==> src/rtl/sha_stream_ctrl.sv <==
`default_nettype none
// ============================================================================
// Module      : sha_stream_ctrl
// Description : Host-side initiator for one sha core. Packs a valid/ready
//               byte stream into the core's fixed-length message buffer,
//               pulses Enable, waits for Ready, captures the digest and
//               streams it back out most significant byte first.
// Revision    : 1.0 - initial release
// ============================================================================
module sha_stream_ctrl #(
    parameter int NL = 64,
    parameter int NK = 256
) (
    input  logic               clk,
    input  logic               rst,
    input  logic               in_valid,
    input  logic [7:0]         in_data,
    input  logic               in_last,
    output logic               in_ready,
    output logic [NL-1:0][7:0] sha_data,
    output logic               sha_enable,
    input  logic [NK-1:0]      sha_hash,
    input  logic               sha_ready,
    output logic               out_valid,
    output logic [7:0]         out_data,
    output logic               out_last,
    input  logic               out_ready,
    output logic               busy,
    output logic               frame_err
);

    localparam int c_NB    = NK / 8;
    localparam int c_CNT_W = (NL > 1) ? $clog2(NL) : 1;
    localparam int c_IDX_W = (c_NB > 1) ? $clog2(c_NB) : 1;

    localparam logic [c_CNT_W-1:0] c_CNT_LAST = c_CNT_W'(NL - 1);
    localparam logic [c_IDX_W-1:0] c_IDX_LAST = c_IDX_W'(c_NB - 1);

    localparam logic [2:0] c_LOAD  = 3'd0;
    localparam logic [2:0] c_DRAIN = 3'd1;
    localparam logic [2:0] c_START = 3'd2;
    localparam logic [2:0] c_WAIT  = 3'd3;
    localparam logic [2:0] c_SEND  = 3'd4;

    logic [2:0]            r_state;
    logic [2:0]            w_next_state;
    logic [c_CNT_W-1:0]    r_cnt;
    logic [c_IDX_W-1:0]    r_idx;
    logic [NL-1:0][7:0]    r_buf;
    logic [c_NB-1:0][7:0]  r_digest;
    logic                  r_out_valid;
    logic                  r_frame_err;
    logic                  w_in_fire;
    logic                  w_out_fire;
    logic                  w_err_set;

    // Input is only taken while collecting or discarding a frame.
    assign in_ready   = (r_state == c_LOAD) || (r_state == c_DRAIN);
    assign busy       = (r_state != c_LOAD);
    assign sha_enable = (r_state == c_START);
    assign sha_data   = r_buf;
    assign out_valid  = r_out_valid;
    assign frame_err  = r_frame_err;

    // Digest is held as bytes with the most significant byte at the top index.
    assign out_data   = r_digest[c_IDX_LAST - r_idx];
    assign out_last   = r_out_valid && (r_idx == c_IDX_LAST);

    assign w_in_fire  = in_valid && in_ready;
    assign w_out_fire = r_out_valid && out_ready;

    // State register.
    always_ff @(posedge clk) begin
        if (!rst) begin
            r_state <= c_LOAD;
        end else begin
            r_state <= w_next_state;
        end
    end

    // Next-state decode and malformed-frame detection.
    always_comb begin
        w_next_state = r_state;
        w_err_set    = 1'b0;
        case (r_state)
            c_LOAD: begin
                if (w_in_fire) begin
                    if (r_cnt == c_CNT_LAST) begin
                        w_next_state = in_last ? c_START : c_DRAIN;
                    end else if (in_last) begin
                        w_err_set = 1'b1;
                    end
                end
            end
            c_DRAIN: begin
                if (w_in_fire && in_last) begin
                    w_err_set    = 1'b1;
                    w_next_state = c_LOAD;
                end
            end
            c_START: w_next_state = c_WAIT;
            c_WAIT: begin
                if (sha_ready) begin
                    w_next_state = c_SEND;
                end
            end
            c_SEND: begin
                if (w_out_fire && (r_idx == c_IDX_LAST)) begin
                    w_next_state = c_LOAD;
                end
            end
            default: w_next_state = c_LOAD;
        endcase
    end

    // Datapath: message buffer, byte count, digest capture and digest index.
    always_ff @(posedge clk) begin
        if (!rst) begin
            r_cnt       <= '0;
            r_idx       <= '0;
            r_buf       <= '0;
            r_digest    <= '0;
            r_out_valid <= 1'b0;
            r_frame_err <= 1'b0;
        end else begin
            r_frame_err <= w_err_set;
            r_out_valid <= (w_next_state == c_SEND);

            if ((r_state == c_LOAD) && w_in_fire) begin
                r_buf[r_cnt] <= in_data;
                if (in_last || (r_cnt == c_CNT_LAST)) begin
                    r_cnt <= '0;
                end else begin
                    r_cnt <= r_cnt + c_CNT_W'(1);
                end
            end else if ((r_state == c_DRAIN) && w_in_fire && in_last) begin
                r_cnt <= '0;
            end

            if ((r_state == c_WAIT) && sha_ready) begin
                r_digest <= sha_hash;
                r_idx    <= '0;
            end else if ((r_state == c_SEND) && w_out_fire) begin
                r_idx <= (r_idx == c_IDX_LAST) ? '0 : r_idx + c_IDX_W'(1);
            end
        end
    end

endmodule
`default_nettype wire

==> config.mk <==
export PLATFORM = sky130hd
export DESIGN_NAME = sha_stream_ctrl
export DESIGN_NICKNAME = d
export VERILOG_FILES = /design/src/rtl/sha_stream_ctrl.sv
export SDC_FILE = /design/constraint.sdc
export NUM_CORES = 2
export LEC_CHECK = 0
export ABC_AREA = 1
export CORE_MARGIN = 8
export CORE_UTILIZATION = 30
export DETAILED_ROUTE_END_ITERATION = 6
export SKIP_LAST_GASP = 1
export SYNTH_ARGS = -nofsm -noshare
export SYNTH_HDL_FRONTEND = slang
export SYNTH_SLANG_ARGS = --single-unit
==> constraint.sdc <==
create_clock -name clk -period 4.5 [get_ports clk]
set_clock_uncertainty 0.2 [all_clocks]
set_input_delay 0.9 -clock clk [delete_from_list [all_inputs] [get_ports clk]]
set_output_delay 0.9 -clock clk [all_outputs]
set_load 0.01 [all_outputs]
==> reports/qor.yml <==
synthToLayoutAreaGrowth_pct: 40.4
grt_max_degree: 258
synth_flop_cell: "dfxtp_1"
status: "finished, final reports clean"
clk_pin_slew_ns: 0.06
yosys_register_bits: 784
post_cts_buffers: 0
ctsHoldBuffers: 0
max_slew_margin_pct: 29.8
crit-reg2reg-launch: "r_state[0]$_SDFF_PN0_"
utilization_pct: 42.3
htree_levels: 3
yosysSeqAreaShare_pct: 52.2
r2r_cells: 8
pwr-share-seq_pct: 45.5
min_period_ns: 4.16
clockRootBuffer: "clkbuf_16"
ir_worst_vdd_mv: 0.342
async_flop_share_pct: 0
setup_slack_ns: 0.344
synth-edff-count: 0
ant_nets: 0
postCtsResizedCells: 0
path_max_fanout: 83
p_total_mw: 15.3
core-area_um2: 99700
pwr-share-clk_pct: 50.0
rsz0062_at_grt: "no"
r2r_slack_ns: 1.70
period_share_pct: 92.4
cp-end-kind: "output pin"
syn_area_per_cell_um2: 7.18
path_class: "flip-flop to output pin"
row_count: 116
clock_path_buffers: 3
slew_violations: 0
antenna_found_initial: 18
drc_errors: 0
setup_viol: 0
initial_core_util_pct: 30.1
critPathRequiredTime_ns: 3.40
gp_congestion: 0.889
crit_path_start_kind: "flip-flop"
syn-instance-count: 4185
cp-endpoint: "out_data[3]"
dr.pass1.iters: 5
max_freq_mhz: 241
tightest_slew_ns: 1.05
die_h_um: 333
die_w_um: 333
io_buffer_count: 795
hold_path_class: "flip-flop to flip-flop"
drt_iter0_markers: 2812
p_switching_mw: 3.55
numPlacedInstances: 6060
insertion_delay_ns: 0.67
r2r-end: "sha_data[55]$_SDFFE_PN0P_"
p_per_area_nw_per_um2: 363
cts_num_sinks: 784
syn_area_um2: 30100
drv_cap: 0
crit_path_start: "r_idx[0]$_SDFFE_PP0P_"
power.internal_mw: 11.8
yosysWarnings: 0
synth_cell_type_count: 28
grt_pass1_vias: 29065
wire_per_inst_um: 22.3
leakage_nw: 17.3
final_hold_viol_count: 0
wl_mm: 139
p_comb_share_pct: 4.5
dp_slack_ns: 0.812
final_cells: 6238
fin_setup_tns_ns: 0
drive_above_1_share_pct: 6.50
cts_tree: "yes"
crit_arrival_ns: 3.06
via_count: 30561
grt_usage_pct: 23.6
gr-total-overflow: 0
viasPerCell: 4.90
switching_share_pct: 23.2
dieArea_um2: 111000
cts_buffers: 89
hpwlAfterDp_mm: 97.3
grt_pass1_wl_mm: 201
syn-num-nets: 4458
ios: 796
nets: 5126
## cells by family (layout without fill, tap and decap cells)
group | after synthesis | after routing | synth area share [%]
AO/OA/AOI/OAI | 823 | 823 | 13.7
adder cells (fa/ha/maj) | 3 | 3 | 0.125
buffers and inverters | 356 | 1096 | 4.51
flip-flops | 784 | 784 | 52.2
other | 0 | 15 | 0
AND/OR/NAND/NOR | 2219 | 2219 | 29.4
## cell usage after synthesis, types with 9 or more instances
| library cell | n | area [um^2] |
|---|---|---|
| o21ai_1 | 29 | 145 |
| nor2_2 | 51 | 319 |
| o21ai_0 | 736 | 3680 |
| nand3_1 | 183 | 916 |
| nor2_1 | 1555 | 5840 |
| buf_1 | 63 | 236 |
| nor3_1 | 12 | 60.1 |
| a21oi_1 | 55 | 275 |
| buf_2 | 9 | 45.0 |
| nand2_1 | 390 | 1460 |
| nor2_4 | 9 | 101 |
| inv_1 | 36 | 135 |
| dfxtp_1 | 784 | 15700 |
| inv_2 | 57 | 214 |
| clkbuf_1 | 183 | 687 |
## per-stage QoR
stage | hold slack, ns | instance area (um^2)
final | 0.267 | 42200
after floorplan | 0.256 | 30100
after global routing | 0.287 | 42200
after detailed placement | 0.258 | 39100
after global placement | 0.249 | 39100
after CTS | 0.265 | 42200
## power by group through the flow
stage          Sequential (mW)  Clock (mW)  Combinational (mW)
3_3_place_gp              7.13           0               0.690
6_report                  6.97        7.65               0.692
4_1_cts                   6.98        7.78               0.694
3_5_place_dp              7.13           0               0.690
5_1_grt                   6.98        8.04               0.736
2_1_floorplan             7.13           0               0.239
## sequential cells by signal, summed over array words and instances (netlist names)
register and cells:
out_valid 1, r_state 3, r_digest 256, sha_data 512, r_idx 5, r_cnt 6, frame_err 1
## critical path, cell delays in order, from the launching register on
cell and delay (ns):
dfxtp_4 0.55, buf_12 0.39, nand2_1 0.09, nand3_1 0.19, nand3_1 0.10, nand2_1 0.13
nand2_1 0.07, nand2_1 0.07, nand2_1 0.06, inv_1 0.11, clkdlybuf4s50_1 0.56
## cell type report
class                   instances  area, um^2
fillers                      9975       57500
flip-flops and latches        784       15700
multi-input cells            3045       13000
repair buffers                833        8380
clock buffers                 136        2630
well taps                    1298        1620
clock inverters                27         440
inverters                     100         383
diodes                         15        37.5
## layer usage
| metal | vias up | track usage [%] | wire, um | share of wire (%) |
|---|---|---|---|---|
| li1 | 14764 | - | - | - |
| met1 | 14401 | 28.6 | 56900 | 41 |
| met2 | 1172 | 36.5 | 61500 | 44 |
| met3 | 218 | 9.52 | 14600 | 11 |
| met4 | 6 | 11.1 | 6350 | 4.6 |
| met5 | - | 0 | 34 | 0.024 |
## cells in the final DEF, fill, tap and decap left out, types with 5 or more instances in the layout
cell type,n
nor2_1,1554
clkdlybuf4s50_1,786
dfxtp_1,782
o21ai_0,736
nand2_1,390
nand3_1,183
clkbuf_16,91
inv_2,58
a21oi_1,55
nor2_2,51
inv_1,34
o21ai_1,29
buf_4,28
clkbuf_1,27
clkbuf_8,18
diode_2,15
buf_12,13
nor3_1,12
nor2_4,10
nand2_2,8
clkinv_2,8
bufinv_16,8
clkinv_1,6
buf_2,5
## worst min path at each step
stage | start | endpoint | slack (ns) | depth (start not counted)
finish | sha_data[253]$_SDFFE_PN0P_ | sha_data[253]$_SDFFE_PN0P_ | 0.27 | 2
global route | sha_data[252]$_SDFFE_PN0P_ | sha_data[252]$_SDFFE_PN0P_ | 0.29 | 2
global placement | sha_data[376]$_SDFFE_PN0P_ | sha_data[376]$_SDFFE_PN0P_ | 0.25 | 2
CTS | sha_data[253]$_SDFFE_PN0P_ | sha_data[253]$_SDFFE_PN0P_ | 0.27 | 2
floorplan | r_idx[3]$_SDFFE_PP0P_ | r_idx[3]$_SDFFE_PP0P_ | 0.26 | 2
detailed placement | sha_data[253]$_SDFFE_PN0P_ | sha_data[253]$_SDFFE_PN0P_ | 0.26 | 2
(Power assumes the default switching activity.)
